==> config.mk <==
export PLATFORM = sky130hd
export DESIGN_NAME = muldiv_sequencer
export DESIGN_NICKNAME = d
export VERILOG_FILES = /design/src/rtl/muldiv_pkg.sv /design/src/rtl/muldiv_sequencer_edge_pulse.sv /design/src/rtl/muldiv_sequencer.sv
export SDC_FILE = /design/constraint.sdc
export NUM_CORES = 1
export LEC_CHECK = 0
export ABC_AREA = 1
export ABC_CLOCK_PERIOD_IN_PS = 3100
export BUFFER_PORTS_ARGS = -buffer_cell sky130_fd_sc_hd__buf_2
export CAP_MARGIN = 20
export CORE_ASPECT_RATIO = 0.9
export CORE_MARGIN = 5
export CORE_UTILIZATION = 54
export DETAILED_ROUTE_END_ITERATION = 7
export GPL_TIMING_DRIVEN = 0
export PLACE_DENSITY_LB_ADDON = 0.05
export SETUP_SLACK_MARGIN = 0.1
export SLEW_MARGIN = 0
export SYNTH_ARGS = -nofsm -noshare
export SYNTH_HDL_FRONTEND = slang
export SYNTH_HIERARCHICAL = 1
export SYNTH_SLANG_ARGS = --single-unit
==> constraint.sdc <==
create_clock -name clk -period 3.1 [get_ports clk]
set_input_delay 0.155 -clock clk [delete_from_list [all_inputs] [get_ports clk]]
set_output_delay 0.155 -clock clk [all_outputs]
set_load 0.005 [all_outputs]
==> src/rtl/muldiv_pkg.sv <==
// Shared definitions for the multiply/divide sequencer.
//   state_t     : controller states (WAIT_A is the same state as IDLE)
//   OP_MUL/DIV  : values of the op select
//   step_cnt_w  : width of the step counter, sized for the longer of the
//                 multiply run (2*word_length) and the divide cap
package muldiv_pkg;

  typedef enum logic [2:0] {
    IDLE, WAIT_B, ARMED, CLEAR, MUL_RUN, DIV_RUN, DONE
  } state_t;

  localparam state_t WAIT_A = IDLE;

  localparam logic OP_MUL = 1'b0;
  localparam logic OP_DIV = 1'b1;

  function automatic int step_cnt_w(input int word_length, input int div_max_steps);
    int m;
    m = (2 * word_length > div_max_steps) ? 2 * word_length : div_max_steps;
    return (m <= 2) ? 1 : $clog2(m);
  endfunction

endpackage

==> src/rtl/muldiv_sequencer_edge_pulse.sv <==
// Rising-edge detector with a registered history bit.
//   clk, reset : clock, synchronous active-high reset
//   d          : level input
//   pulse      : d & ~d_prev, same cycle (REG_OUT=0) or one cycle later (REG_OUT=1)
// INIT is the history value forced by reset; INIT=1 keeps a level that is
// already high during reset from producing a pulse afterwards.
module edge_pulse #(
  parameter logic INIT    = 1'b0,
  parameter logic REG_OUT = 1'b0
) (
  input  logic clk,
  input  logic reset,
  input  logic d,
  output logic pulse
);

  logic d_q;
  logic rise;
  logic rise_q;

  assign rise  = d & ~d_q;
  assign pulse = REG_OUT ? rise_q : rise;

  always_ff @(posedge clk) begin
    if (reset) begin
      d_q    <= INIT;
      rise_q <= 1'b0;
    end else begin
      d_q    <= d;
      rise_q <= rise;
    end
  end

endmodule

==> src/rtl/muldiv_sequencer.sv <==
// Controller for the shared shift-add multiplier / repeated-subtraction divider.
// Two load presses capture operands A then B from one bus; start runs the
// op-selected algorithm, then ready is held in DONE.
//   inputs : clk, reset (sync, active high), load (raw button level), start,
//            op (0 mul, 1 div), div_ge (remainder >= divisor), divisor_zero
//   outputs: sel_data, en_a, en_b, load_sh, shift, clr_acc, acc_en, cnt_inc,
//            op_lat, result_en, stored, ready, busy
//            div_err (only with MULDIV_DIV_ZERO_GUARD_EN)
// Build option: define MULDIV_DIV_ZERO_GUARD_EN to short-circuit a divide by
// zero straight to DONE with div_err set; otherwise a zero divisor runs until
// the DIV_MAX_STEPS cap.
module muldiv_sequencer
  import muldiv_pkg::*;
#(
  parameter int WORD_LENGTH   = 9,
  parameter int DIV_MAX_STEPS = 511
) (
  input  logic clk,
  input  logic reset,
  input  logic load,
  input  logic start,
  input  logic op,
  input  logic div_ge,
  input  logic divisor_zero,
  output logic sel_data,
  output logic en_a,
  output logic en_b,
  output logic load_sh,
  output logic shift,
  output logic clr_acc,
  output logic acc_en,
  output logic cnt_inc,
  output logic op_lat,
  output logic result_en,
  output logic stored,
  output logic ready,
  output logic busy
`ifdef MULDIV_DIV_ZERO_GUARD_EN
  ,
  output logic div_err
`endif
);

  localparam int CW = step_cnt_w(WORD_LENGTH, DIV_MAX_STEPS);
  localparam logic [CW-1:0] MUL_LAST = CW'(2 * WORD_LENGTH - 1);
  localparam logic [CW-1:0] DIV_LAST = CW'(DIV_MAX_STEPS - 1);

  state_t          state, ns;
  logic [CW-1:0]   cnt;
  logic            load_pulse;
  logic            start_go;
  logic            zero_trap;
  logic            captured;

  edge_pulse #(.INIT(1'b1), .REG_OUT(1'b0)) u_load_edge (
    .clk(clk), .reset(reset), .d(load), .pulse(load_pulse)
  );

  // en_a/en_b are single-cycle, so a registered edge gives "stored" one cycle later
  assign captured = en_a | en_b;
  edge_pulse #(.INIT(1'b0), .REG_OUT(1'b1)) u_stored_edge (
    .clk(clk), .reset(reset), .d(captured), .pulse(stored)
  );

`ifdef MULDIV_DIV_ZERO_GUARD_EN
  assign zero_trap = (op == OP_DIV) & divisor_zero;
`else
  logic unused_divisor_zero;
  assign unused_divisor_zero = divisor_zero;
  assign zero_trap = 1'b0;
`endif

  // Strobes that must land in the same cycle as the input that causes them
  assign start_go = (state == ARMED) & start;
  assign en_a     = load_pulse & ((state == WAIT_A) | ((state == DONE) & ~start));
  assign en_b     = load_pulse & (state == WAIT_B);
  assign load_sh  = start_go & ~zero_trap;
  assign cnt_inc  = (state == DIV_RUN) & div_ge;
  assign acc_en   = shift | cnt_inc;

  always_comb begin
    ns = state;
    case (state)
      WAIT_A:  if (load_pulse) ns = WAIT_B;
      WAIT_B:  if (load_pulse) ns = ARMED;
      // start has priority over a coincident load press
      ARMED:   if (start) ns = zero_trap ? DONE : CLEAR;
               else if (load_pulse) ns = WAIT_B;
      CLEAR:   ns = (op_lat == OP_DIV) ? DIV_RUN : MUL_RUN;
      MUL_RUN: if (cnt == MUL_LAST) ns = DONE;
      // at the cap the final step still updates, then the run ends
      DIV_RUN: if (!div_ge || cnt == DIV_LAST) ns = DONE;
      DONE:    if (!start && load_pulse) ns = WAIT_B;
      default: ns = IDLE;
    endcase
  end

  always_ff @(posedge clk) begin
    if (reset) begin
      state     <= IDLE;
      cnt       <= '0;
      op_lat    <= OP_MUL;
      sel_data  <= 1'b0;
      busy      <= 1'b0;
      ready     <= 1'b0;
      clr_acc   <= 1'b0;
      shift     <= 1'b0;
      result_en <= 1'b0;
`ifdef MULDIV_DIV_ZERO_GUARD_EN
      div_err   <= 1'b0;
`endif
    end else begin
      state     <= ns;
      sel_data  <= (ns == WAIT_B) || (ns == ARMED);
      busy      <= (ns == CLEAR) || (ns == MUL_RUN) || (ns == DIV_RUN);
      ready     <= (ns == DONE);
      clr_acc   <= (ns == CLEAR);
      shift     <= (ns == MUL_RUN);
      // only a completed run captures a result, never the divide-by-zero bypass
      result_en <= (ns == DONE) && ((state == MUL_RUN) || (state == DIV_RUN));
      if (start_go) op_lat <= op;
      if (state == CLEAR) cnt <= '0;
      else if ((state == MUL_RUN) || cnt_inc) cnt <= cnt + 1'b1;
`ifdef MULDIV_DIV_ZERO_GUARD_EN
      if (start_go && zero_trap) div_err <= 1'b1;
      else if (load_pulse)       div_err <= 1'b0;
`endif
    end
  end

endmodule

After elaboration in Yosys (flattened, before gate mapping)
Index checks and enable logic that the tools add are counted.
{"block": "word_totals", "reg_bits": 22, "in_bits": 7, "out_inout_bits": 13, "word_cells": 60}
{"block": "classes", "n_addsub": 1, "eq_ne": 14, "mux": 8, "bitwise": 13, "n_reduce_logical": 12}
{"operator": "3-bit one-hot mux with 7 select lines", "count": 1}
{"operator": "3-bit equality test (second input constant)", "count": 6}
{"operator": "3-bit two-way mux", "count": 6}
{"operator": "3-bit by 2-bit equality test with 1-bit output (second input constant)", "count": 4}
{"operator": "9-bit by 1-bit adder with 9-bit output (second input constant)", "count": 1}
{"operator": "9-bit by 5-bit equality test with 1-bit output (second input constant)", "count": 1}
{"operator": "9-bit equality test (second input constant)", "count": 1}
{"operator": "1-bit bitwise AND", "count": 7}
{"operator": "3-bit by 1-bit equality test with 1-bit output (second input constant)", "count": 2}
{"operator": "1-bit logical OR", "count": 6}
{"operator": "3-bit zero test", "count": 1}
{"operator": "1-bit NOT", "count": 3}
{"operator": "1-bit bitwise OR", "count": 3}
{"operator": "1-bit logical AND", "count": 2}
{"operator": "1-bit zero test", "count": 2}
{"operator": "2-bit OR reduction", "count": 1}
{"operator": "1-bit two-way mux", "count": 1}

Longest topological paths before layout
{"block": "depth", "word_depth": 8, "depth_mapped": 11, "ltp_nobuf": 11}

Hierarchy
Netlist, hierarchy kept.
{"mod": "muldiv_sequencer", "n_inst": 1, "cells_each": 159, "area_each_um2": 1062.3, "seq_area_each_um2": 380.4}
{"mod": "edge_pulse at u_stored_edge", "n_inst": 1, "cells_each": 6, "area_each_um2": 60.1, "seq_area_each_um2": 40.0}
{"mod": "edge_pulse at u_load_edge", "n_inst": 1, "cells_each": 5, "area_each_um2": 37.5, "seq_area_each_um2": 20.0}

Worst setup path after synthesis
OpenSTA, ideal clock, no wires.
{"block": "synth_path", "path_type": "reg-to-reg", "from": "register cnt[0]", "to": "register state[0]", "setup_time_ns": 0.109, "arrival_time_ns": 1.096, "t_required_ns": 2.991, "setup_slack_ns": 1.895, "path_stages_with_launch": 11, "path_buffers": 0, "synth_period_minus_slack_ns": 1.205, "path_cell_list": "dfxtp_1 > inv_1 > ha_1 > nand2_1 > nor2_1 > nand2_1 > and2_1 > nor2_2 > inv_1 > nand2_1 > inv_1"}
{"block": "synth_between", "elab_chain_len": 4, "word_cells_on_any_way": 6, "cone_classes": "eq/ne: 2; mux: 3; reduce/logical: 1"}
{"item": "start: declaration", "line": "muldiv_sequencer.sv:49", "source": "logic [CW-1:0] cnt;"}
{"item": "start signal: assignment", "line": "muldiv_sequencer.sv:123", "source": "else if ((state == MUL_RUN) || cnt_inc) cnt <= cnt + 1'b1;"}
{"item": "9-bit equality test", "line": "muldiv_sequencer.sv:92", "source": "DIV_RUN: if (!div_ge || cnt == DIV_LAST) ns = DONE;"}
{"item": "1-bit logical OR", "line": "muldiv_sequencer.sv:92"}
{"item": "3-bit two-way mux", "line": "muldiv_sequencer.sv:92"}
{"item": "3-bit one-hot mux with 7 select lines (*)", "line": "muldiv_sequencer.sv:83", "source": "case (state)"}
{"item": "end signal: assignment", "line": "muldiv_sequencer.sv:113", "source": "state <= ns;"}
{"item": "end: declaration", "line": "muldiv_sequencer.sv:48", "source": "state_t state, ns;"}
Every way passes the cells marked *; elsewhere a longest branch is shown, timed or not.
A chain may end at the register's enable or synchronous reset.

Final worst setup path
{"block": "layout_path", "from": "register state[0]", "to": "output acc_en"}
{"block": "layout_between", "elab_chain_len": 3}
{"item": "3-bit equality test", "line": "muldiv_sequencer.sv:78", "source": "assign cnt_inc = (state == DIV_RUN) & div_ge;"}
{"item": "1-bit bitwise AND", "line": "muldiv_sequencer.sv:78"}
{"item": "1-bit bitwise OR", "line": "muldiv_sequencer.sv:79", "source": "assign acc_en = shift | cnt_inc;"}
{"item": "end: declaration", "line": "muldiv_sequencer.sv:31", "source": "output logic acc_en,"}
Every way passes these cells.

==> key figures <==
Timing
  – Worst slew margin: 81.7%
  – Setup Skew: 8.46 ps
  – Max Transition Viols Final: 0
  – Fin worst setup slack: 1510 ps
  – Setup Total Neg Slack: 0 ps
  – Tightest Pin Transition: 274 ps
  – RSZ-0062 raised after global routing: false
  – Final setup vio count: 0
  – Min Tclk post-route: 1590 ps
  – F_max: 630 MHz
  – Tcrit/Tclk final: 51.2%
  – Final-report hold violation count: 0

Worst setup path
  – CP arrival: 1430 ps
  – CP Capture Type: primary output
  – CP Class: flip-flop to primary output
  – Critical path fanouts, max: 8
  – Startpoint types: flip-flop
  – WP data required: 2940 ps

Placement
  – Place WS: 1740 ps
  – Routability cong.: 0.912
  – IO buf count: 18
  – DPL Wire Length: 1780 um

Synth
  – Syn. warnings: 6
  – Syn_area_per_cell: 6.82 sq um
  – Syn nets: 180
  – FF+latch count, synth: 22
  – Post-synthesis cell count: 170
  – Synth cell types: 27
  – Seq/Total Area, Yosys: 38.0%
  – Mapped Area: 0.00116 sq mm

Floorplanning
  – Full die area: 0.00318 sq mm
  – Core area: 0.00212 sq mm
  – Row count: 16
  – Die Height: 54.0 um
  – Starting Density: 54.7%
  – Die X: 58.9 um
  – # IOs: 20

Global route
  – Tot GR Track Use: 15.4%
  – GRT overflow: 0
  – Initial antenna violation count: 0
  – First-pass GRT wire length: 3750 um
  – Vias in the first global route: 889
  – Largest net degree at the start of global routing: 14

Clock network
  – Post-CTS sizing: 0
  – H-Tree Depth: 1
  – Later-pin clock latency in the skew report: 310 ps
  – Inserted Clock Buffers: 3
  – Clk sinks: 22
  – Post-CTS Setup Bufs: 0
  – Clock buffer depth: 2
  – Hold buffer count at cts: 0
  – Root buffer cell: clkbuf_4
  – TritonCTS clock tree: yes
  – CTS clk-pin slew, worst paths: 120 ps

Power
  – Power Density: 408 mW/mm^2
  – Final Total Pwr: 546 uW
  – P_leak: 0.000688 uW
  – Peak supply drop: 0.359 mV

Cells and area
  – Layout cells sized above 1: 20.8%
  – Nets: 203
  – Fin util: 63.0%
  – N_diodes: 0
  – Area grow syn2layout: 15.2%

Route
  – Final ANT Viol Nets: 0
  – Via density: 4.80
  – DR vias: 1,051
  – WL/cell: 9.98 um
  – Drt drc: 0
  – WL final: 2190 um
  – Initial DRT Pass Iterations: 4
  – DR iter-0 viols: 22

Job
  – Max_cap viols: 0

Hold path
  – Worst min path class: input port to flip-flop

Status
  – Outcome: complete, no violations
[synthesized netlist by cell type, drive strengths merged]
cell | number | area (sq um)
buf | 1 | 7.51
o21bai | 1 | 11.3
xnor2 | 1 | 8.76
o21ai | 8 | 51.3
a211oi | 1 | 12.5
a21oi | 11 | 55.1
and2 | 1 | 6.26
ha | 3 | 37.5
xor2 | 1 | 8.76
nand3 | 13 | 70.1
dfxtp | 22 | 440
nor2 | 27 | 119
nand4 | 2 | 12.5
or2 | 1 | 6.26
nor3 | 3 | 20.0
nand2 | 39 | 159
inv | 35 | 134
[final cells by class]
cell class	count	area, sq um
Buffer	1	7.51
Clock buffer	3	22.5
Clock inverter	1	30.0
Fill cell	210	786
Inverter	35	134
Multi-Input combinational cell	112	578
Sequential cell	22	440
Tap cell	27	33.8
Timing Repair Buffer	18	90.1
[critical path, stage by stage (launching register included)]
cell     delay, ps
dfxtp_1        320
buf_4          150
inv_1          170
nor3_2          90
or2_2          270
buf_2          130
[routing by layer]
layer  GRT usage [%]  vias up  part of all wire (%)
met4            4.53        0                  0.92
met5               0        -                     0
li1                -      568                     -
met3            4.56        2                   7.4
met1            21.1      457                    49
met2            23.3       24                    43
[registers in the layout (all words and copies together), names as in the netlist]
name                 cells
ready                    1
result_en                1
busy                     1
sel_data                 1
shift                    1
u_load_edge/d_q          1
state                    3
u_stored_edge/d_q        1
op_lat                   1
cnt                      9
clr_acc                  1
u_stored_edge/pulse      1
[metrics by stage]
stage               hold slack, ps  std cells  cell area (sq um)
detailed placement             356        215               1280
global placement               347        215               1280
global route                  33.5        219               1340
floorplan                      227        170               1160
CTS                           30.2        219               1340
finish                        38.0        219               1340
[path summary, 6_finish.rpt]
path                          start  slack [ps]  cells after the start                  end
hold reg to reg   u_stored_edge/d_q         410                      1  u_stored_edge/pulse
hold / removal                 load          40                      3      u_load_edge/d_q
setup reg to reg             cnt[0]        1700                     11                shift
setup / recovery           state[0]        1510                      5               acc_en
[cells in the final DEF, fill, tap and decap left out, types with 4 or more instances in the layout]
| cell type | count |
|---|---|
| inv_1 | 32 |
| nand2_1 | 36 |
| nand3_1 | 12 |
| a21oi_1 | 11 |
| nor2_1 | 22 |
| buf_2 | 18 |
| nor2_2 | 4 |
| dfxtp_1 | 22 |
| o21ai_0 | 6 |
[kinds of logic (layout without fill, tap and decap cells)]
group	Yosys count	count (layout)	synth area share [%]
AO/OA/AOI/OAI	21	21	11.2
adder cells (fa/ha/maj)	3	3	3.24
flip-flops	22	22	38.0
buffers and inverters	36	58	12.2
AND/OR/NAND/NOR	86	86	33.9
XOR/XNOR	2	2	1.51
[power by group]
group	switching (uW)	leakage [uW]	total, uW	internal, uW
Sequential	2.75	0.000178	291	288
Combinational	25.0	0.000482	39.6	14.6
Clock	84.7	0.0000279	216	131
Total	113	0.000688	546	433
No activity file was read; power rests on OpenSTA's default activity.
